<file path="config.mk">
export PLATFORM = sky130hd
export DESIGN_NAME = hamming_enc_seq
export DESIGN_NICKNAME = d
export VERILOG_FILES = /design/src/rtl/hamming_enc_seq.sv
export SDC_FILE = /design/constraint.sdc
export NUM_CORES = 1
export LEC_CHECK = 0
export ABC_AREA = 1
export ABC_CLOCK_PERIOD_IN_PS = 1600
export BUFFER_PORTS_ARGS = -buffer_cell sky130_fd_sc_hd__buf_2
export CAP_MARGIN = 20
export CORE_ASPECT_RATIO = 1.5
export CORE_MARGIN = 2
export CORE_UTILIZATION = 44
export DETAILED_ROUTE_END_ITERATION = 10
export PLACE_DENSITY = 0.85
export SLEW_MARGIN = 15
export SYNTH_ARGS = -nofsm -noshare
export SYNTH_HDL_FRONTEND = slang
export SYNTH_SLANG_ARGS = --single-unit
</file>
<file path="constraint.sdc">
create_clock -name clk -period 1.6 [get_ports clk]
set_input_delay 0.48 -clock clk [delete_from_list [all_inputs] [get_ports clk]]
set_output_delay 0.48 -clock clk [all_outputs]
set_load 0.02 [all_outputs]
</file>
<file path="src/rtl/hamming_enc_seq.sv">
// Purpose: Hamming(16,11) SECDED encoder that borrows the shared 8-bit ALU for pack/parity ops.
// Latency: 7 granted ALU cycles after accept (6 with P0_EN=0); each ungranted cycle adds one.
// Backpressure: in_ready only in IDLE; result held in DONE until out_ready; one IDLE bubble after.
//
// Ports:
//   clk, rst_n              clock, asynchronous active-low reset
//   in_valid/in_ready       message handshake; msg_lsw = d7..d0, msg_msw[2:0] = d10..d8
//   alu_req/alu_gnt         shared ALU ownership; alu_op/alu_a/alu_b drive it, alu_rslt returns
//                           its combinational result in the same cycle
//   out_valid/out_ready     encoded word handshake
//   enc_lsw                 {d3,d2,d1,p4,d0,p2,p1,p0}
//   enc_msw                 {d10..d4,p8}
module hamming_enc_seq #(
  parameter int DW    = 8,
  parameter int OPW   = 4,
  parameter bit P0_EN = 1'b1
) (
  input  logic           clk,
  input  logic           rst_n,
  input  logic           in_valid,
  output logic           in_ready,
  input  logic [DW-1:0]  msg_lsw,
  input  logic [DW-1:0]  msg_msw,
  output logic           alu_req,
  input  logic           alu_gnt,
  output logic [OPW-1:0] alu_op,
  output logic [DW-1:0]  alu_a,
  output logic [DW-1:0]  alu_b,
  input  logic [DW-1:0]  alu_rslt,
  output logic           out_valid,
  input  logic           out_ready,
  output logic [DW-1:0]  enc_lsw,
  output logic [DW-1:0]  enc_msw
);

  localparam logic [3:0] S_IDLE   = 4'd0;
  localparam logic [3:0] S_PACK_L = 4'd1;
  localparam logic [3:0] S_PACK_H = 4'd2;
  localparam logic [3:0] S_P1     = 4'd3;
  localparam logic [3:0] S_P2     = 4'd4;
  localparam logic [3:0] S_P4     = 4'd5;
  localparam logic [3:0] S_P8     = 4'd6;
  localparam logic [3:0] S_P0     = 4'd7;
  localparam logic [3:0] S_DONE   = 4'd8;

  localparam logic [OPW-1:0] OP_P0     = OPW'(4'b1000);
  localparam logic [OPW-1:0] OP_P1     = OPW'(4'b1001);
  localparam logic [OPW-1:0] OP_P2     = OPW'(4'b1010);
  localparam logic [OPW-1:0] OP_P4     = OPW'(4'b1011);
  localparam logic [OPW-1:0] OP_P8     = OPW'(4'b1100);
  localparam logic [OPW-1:0] OP_PACK_L = OPW'(4'b1101);
  localparam logic [OPW-1:0] OP_PACK_H = OPW'(4'b1110);

  logic [3:0]    state;
  logic [3:0]    state_nxt;
  logic [DW-1:0] lsw_q;
  logic [DW-1:0] msw_q;
  logic [DW-1:0] enc_lsw_q;
  logic [DW-1:0] enc_msw_q;
  logic          alu_busy;

  // Only d10..d8 live in the high message byte; the rest is don't-care.
  logic msw_hi_unused;
  assign msw_hi_unused = ^msg_msw[DW-1:3];

  assign alu_busy  = (state >= S_PACK_L) && (state <= S_P0);
  // Held low while reset is asserted, not just once the state register settles.
  assign in_ready  = rst_n && (state == S_IDLE);
  assign out_valid = (state == S_DONE);
  assign enc_lsw   = enc_lsw_q;
  assign enc_msw   = enc_msw_q;

  // ALU command: operands zeroed whenever the ALU is not requested.
  always_comb begin
    alu_req = alu_busy;
    alu_op  = '0;
    alu_a   = '0;
    alu_b   = '0;
    if (alu_busy) begin
      alu_a = lsw_q;
      alu_b = msw_q;
      case (state)
        S_PACK_L: alu_op = OP_PACK_L;
        S_PACK_H: alu_op = OP_PACK_H;
        S_P1:     alu_op = OP_P1;
        S_P2:     alu_op = OP_P2;
        S_P4:     alu_op = OP_P4;
        S_P8:     alu_op = OP_P8;
        S_P0: begin
          // Overall parity covers the packed codeword, so it reads the enc regs.
          alu_op = OP_P0;
          alu_a  = enc_lsw_q;
          alu_b  = enc_msw_q;
        end
        default:  alu_op = '0;
      endcase
    end
  end

  // Successor of each ALU step, taken only on a granted cycle.
  always_comb begin
    state_nxt = state;
    case (state)
      S_PACK_L: state_nxt = S_PACK_H;
      S_PACK_H: state_nxt = S_P1;
      S_P1:     state_nxt = S_P2;
      S_P2:     state_nxt = S_P4;
      S_P4:     state_nxt = S_P8;
      S_P8:     state_nxt = P0_EN ? S_P0 : S_DONE;
      S_P0:     state_nxt = S_DONE;
      default:  state_nxt = state;
    endcase
  end

  always_ff @(posedge clk or negedge rst_n) begin
    if (!rst_n) begin
      state     <= S_IDLE;
      lsw_q     <= '0;
      msw_q     <= '0;
      enc_lsw_q <= '0;
      enc_msw_q <= '0;
    end else begin
      case (state)
        S_IDLE: begin
          if (in_valid) begin
            lsw_q     <= msg_lsw;
            msw_q     <= {{(DW-3){1'b0}}, msg_msw[2:0]};
            enc_lsw_q <= '0;
            enc_msw_q <= '0;
            state     <= S_PACK_L;
          end
        end
        S_DONE: begin
          if (out_ready) state <= S_IDLE;
        end
        default: begin
          if (alu_busy && alu_gnt) begin
            // Pack ops write whole words; parity ops touch only their own bit.
            case (state)
              S_PACK_L: enc_lsw_q    <= alu_rslt;
              S_PACK_H: enc_msw_q    <= alu_rslt;
              S_P1:     enc_lsw_q[1] <= alu_rslt[1];
              S_P2:     enc_lsw_q[2] <= alu_rslt[2];
              S_P4:     enc_lsw_q[4] <= alu_rslt[4];
              S_P8:     enc_msw_q[0] <= alu_rslt[0];
              S_P0:     enc_lsw_q[0] <= alu_rslt[0];
              default:  enc_lsw_q    <= enc_lsw_q;
            endcase
            state <= state_nxt;
          end else if (!alu_busy) begin
            state <= S_IDLE;
          end
        end
      endcase
    end
  end

endmodule
</file>
# ---- Word level (Yosys, flattened, before mapping)
# Index checks and enable logic that the tools add are counted.
dict set report op_classes {
  n_reduce_logical 26
  n_mux 25
  magnitude_cmp 2
  bitwise_logic 1
  eq_ne 12
}
# operator count
set op_table {}
lappend op_table {{two-way mux 8 bit} 7}
lappend op_table {{case mux 4 bit (7 select lines)} 2}
lappend op_table {{case mux 8 bit (2 select lines)} 2}
lappend op_table {{AND reduction 4 bit} 8}
lappend op_table {{two-way mux 4 bit} 5}
lappend op_table {{equality test 4 x 3 -> 1 bit (second input constant)} 4}
lappend op_table {{nonzero test 2 bit} 8}
lappend op_table {{inequality test 10 x 3 -> 1 bit (second input constant)} 1}
lappend op_table {{OR reduction 2 bit} 5}
lappend op_table {{equality test 4 x 2 -> 1 bit (second input constant)} 2}
lappend op_table {{case mux 4 bit (2 select lines)} 1}
lappend op_table {{two-way mux 7 bit} 1}
lappend op_table {{two-way mux 1 bit} 6}
lappend op_table {{equality test 4 x 1 -> 1 bit (second input constant)} 1}
lappend op_table {{equality test 4 bit (second input constant)} 1}
lappend op_table {{greater-or-equal comparator 4 x 1 -> 1 bit (second input constant)} 1}
lappend op_table {{<= comparator 4 x 3 -> 1 bit (second input constant)} 1}
lappend op_table {{logical NOT 4 bit} 1}
lappend op_table {{inequality test 4 x 2 -> 1 bit (second input constant)} 1}
lappend op_table {{logical AND 1 bit} 3}
lappend op_table {{two-way mux 3 bit} 1}
lappend op_table {{inequality test 2 x 1 -> 1 bit (second input constant)} 1}
lappend op_table {{inequality test 2 bit (second input constant)} 1}
lappend op_table {{AND reduction 2 bit} 1}
lappend op_table {{inverter 1 bit} 1}
dict set report totals {
  regBits 31
  in_bits 29
  out_inout_bits 39
  word_cells 76
}

# ---- Logic depth before layout (Yosys ltp)
dict set report logic_depth {
  word_depth 5
  depth_mapped 8
  mapped_depth_nobuf 7
}

# ---- Worst setup path before layout
# No wires, ideal clock.
dict set report synth_timing {
  path_type {reg2out}
  from {reg state[3]}
  to {out alu_a[1]}
  slack_ns -0.313
  path_buffers 1
  required_time_ns 1.120
  t_arrival_ns 1.433
  path_stages_with_launch 5
  cell_sequence {dfrtp_1 > inv_1 > nand2_2 > buf_6 > a211oi_1}
}
dict set report synth_via {
  elab_chain_cells 3
  word_cells_on_any_way 6
  cone_classes {order compare (2); eq/ne (1); mux (2); reduce/logical (1)}
}
# item line_no
set synth_lines {}
lappend synth_lines {{from (decl)} 54} ;# logic [3:0] state;
lappend synth_lines {{from (signal assigned)} 149} ;# state <= state_nxt;
lappend synth_lines {{greater-or-equal comparator 4 x 1 -> 1 bit, or another cell as far along} 66} ;# assign alu_busy = (state >= S_PACK_L) && (state <= S_P0);
lappend synth_lines {{logical AND 1 bit or two-way mux 8 bit (tied branches)} {66, 82}}
lappend synth_lines {{two-way mux 8 bit *} 79} ;# if (alu_busy) begin
lappend synth_lines {{to (decl)} 27} ;# output logic [DW-1:0] alu_a,
# Mark *: on every way between the ends. The rest lies on a longest branch, timed or not.

# ---- Worst setup path in the final report
dict set report layout_timing {
  from {reg state[3]}
  to {out alu_a[2]}
}
# The elaborated chain is that of the path after synthesis.

==> flow_summary.yaml <==
run_status:
  status: "complete, but fails checks"
  violations: "negative setup slack"
synthesis:
  synth_area_sq_um: 1774
  syn_nets: 269
  syn_area_per_cell_sq_um: 7.393
  yosysWarnings: 0
  yosysUniqueCellTypes: 23
  ys_seq_elements: 31
  syn_inst: 240
  yosysSeqAreaShare: 0.4372
cells_and_area:
  multi_input_area_sq_um: 1037
  drive_gt1_frac: 0.4826
  num_antenna_cells: 0
  fillers: 268
  area_growth_pct: 64.88
  layout_commonest_cell: "nand2_1"
  final_cell_mix: "61 x nand2_1, 39 x buf_2, 34 x buf_4"
  nNetsFinal: 373
  fin_cells: 389
  ff_latch_area_sq_um: 779.5
clocking:
  cts.clk_slew.worst_paths_ns: 0.07
  tritoncts: "yes"
  htree_levels: 2
  ctsRootBufferMaster: "clkbuf_8"
  clk_latency_ns: 0.29
  cts-root-to-sink-buffers: 2
  numCtsBuffers: 5
  clock_sinks: 31
global_route:
  grt.met2_usage: 0.4929
  grt_use_met1: 0.2823
  busiest_layer: "met2"
  grt_pass1_vias: 2041
  grt_max_degree: 32
  overflow: 0
  track_usage: 0.2679
  antenna_found_initial: 0
  grt_pass1_wl_mm: 9.273
  grt_util_met3: 0.04724
worst_setup_path:
  path_max_fanout: 8
  critPathKind: "reg2out"
  timing.rr.end: "enc_lsw[2]$_DFFE_PN0P_"
  worstPathArrival_ns: 1.57
  cp.required_ns: 1.12
  reg2regPathDepth: 9
  startpoint_type: "flip-flop"
  endpoint_kind: "output port"
  r2r_start: "state[1]$_DFFE_PN0P_"
  reg2reg_setup_slack_ns: -0.03
run:
  drv_cap: 0
sta:
  clock.fmax_mhz: 486.8
  tightest_slew_ns: 0.4086
  finalSetupViolCount: 24
  hold_viol_final: 0
  whs_ns: 0.2628
  fin_crit_ns: 2.054
  fin_crit_sh: 1.284
  slew_viol_final: 0
  max_slew_margin: 0.7276
  setup_ws_ns: -0.4543
  fin_skew_ns: 0.004862
  rsz0062_at_grt: "yes"
power_and_ir_drop:
  powerDensity_nw_per_um2: 2429
  ir_drop_uv: 1609
  p_leak_uw: 0.001561
routing:
  wl_per_cell_microns: 17.16
  drc: 0
  wl_mm: 6.675
  first_pass_iters: 4
  ant_nets: 0
  vias_per_cell: 5.409
  drt_iter0_markers: 69
  vias: 2104
floorplanning:
  die_h_microns: 81.77
  io_pins: 68
  die_area_sq_um: 4566
  start_util: 0.4522
  core_sq_um: 3924
  std_cell_rows: 28
  die_w_microns: 55.85
min_path:
  hold_path.class: "in2async"
place:
  port_buffers: 62
  place_inst: 367
  dp_hpwl_mm: 3.898
  gp_congestion: 0.8780
[critical path, stage by stage, from the launching register on]
cell and delay, ns:
dfrtp_2 0.44, nor2_4 0.17, nand2_4 0.13, buf_6 0.16, a211oi_4 0.24, buf_6 0.15
[logic make-up (layout without fill, tap and decap cells)]
| group | Yosys count | in the layout | share of synthesized area |
|---|---|---|---|
| DFF | 31 | 31 | 0.4372 |
| AOI/OAI and AO/OA | 33 | 33 | 0.1276 |
| buffers and inverters | 48 | 150 | 0.1206 |
| and+or+nand+nor | 128 | 130 | 0.3145 |
[layout make-up]
type	count	area share
flip-flops and latches	31	0.2665
well taps	45	0.01925
repair buffers	101	0.2703
multi-input cells	163	0.3546
inverters	41	0.05774
repair inverters	1	0.001711
clock buffers	6	0.02823
clock inverters	1	0.001711
[worst max-delay path by stage]
| stage | endpoint | cells after the start | start |
|---|---|---|---|
| 2_1_floorplan | alu_a[6] | 6 | state[2]$_DFFE_PN0P_ |
| 3_3_place_gp | alu_a[7] | 5 | state[3]$_DFFE_PN0P_ |
| 3_5_place_dp | alu_a[7] | 5 | state[3]$_DFFE_PN0P_ |
| 4_1_cts | alu_a[2] | 6 | state[2]$_DFFE_PN0P_ |
| 5_1_grt | alu_a[2] | 7 | state[2]$_DFFE_PN0P_ |
| 6_report | alu_a[2] | 5 | state[3]$_DFFE_PN0P_ |
[metrics by stage]
| step | TNS, ns | cell area [sq um] | util | total power (uW) | setup slack, ns |
|---|---|---|---|---|---|
| after detailed placement | -4.306 | 2422 | 0.6173 | 5213 | -0.3328 |
| final | -9.039 | 2925 | 0.7455 | 7106 | -0.4543 |
| after global placement | -3.936 | 2422 | 0.6173 | 5144 | -0.2964 |
| after CTS | -8.784 | 2759 | 0.7031 | 6539 | -0.4193 |
| after floorplan | -1.504 | 1903 | - | 3974 | -0.1164 |
| after global routing | -10.33 | 2925 | 0.7455 | 7503 | -0.4924 |
[cells in the mapped netlist]
cell type | count | area share
a211oi_1 | 7 | 0.030
a211oi_2 | 4 | 0.028
a21oi_1 | 1 | 0.0028
buf_2 | 3 | 0.0085
buf_6 | 4 | 0.025
dfrtp_1 | 31 | 0.44
inv_1 | 36 | 0.076
inv_2 | 5 | 0.011
nand2_1 | 64 | 0.14
nand2_2 | 5 | 0.018
nand2_4 | 1 | 0.0063
nand3_1 | 23 | 0.065
nand3_2 | 1 | 0.0056
nand4_1 | 2 | 0.0071
nor2_1 | 29 | 0.061
nor2_2 | 1 | 0.0035
nor2_4 | 2 | 0.013
o211ai_1 | 1 | 0.0042
o211ai_2 | 1 | 0.0071
o21ai_0 | 14 | 0.039
o21ai_1 | 3 | 0.0085
o22ai_1 | 1 | 0.0035
o31ai_1 | 1 | 0.0042
[state kept, by name (all words and copies together), names as in the netlist]
register / cells
enc_lsw: 8
state: 4
msw_q: 3
lsw_q: 8
enc_msw: 8
[routing by layer]
metal | vias to the layer above | share of wire
met5 | - | 0
met4 | 0 | 0.058
met3 | 36 | 0.054
met2 | 116 | 0.53
met1 | 998 | 0.36
li1 | 954 | -
[power by group]
part	switching (uW)	internal [uW]	total [uW]
logic	2930	2140	5070
registers	240	1150	1390
clock network	309	337	647
[repair_timing]
action,CTS,global route
endpoints found under the hold margin,0,0
buffers inserted,6,5
cloned,2,2
resized for setup,54,37
pin swaps,14,12
hold buffers,0,0
setup endpoints to repair,23,48
No activity file was read; power rests on OpenSTA's default activity.
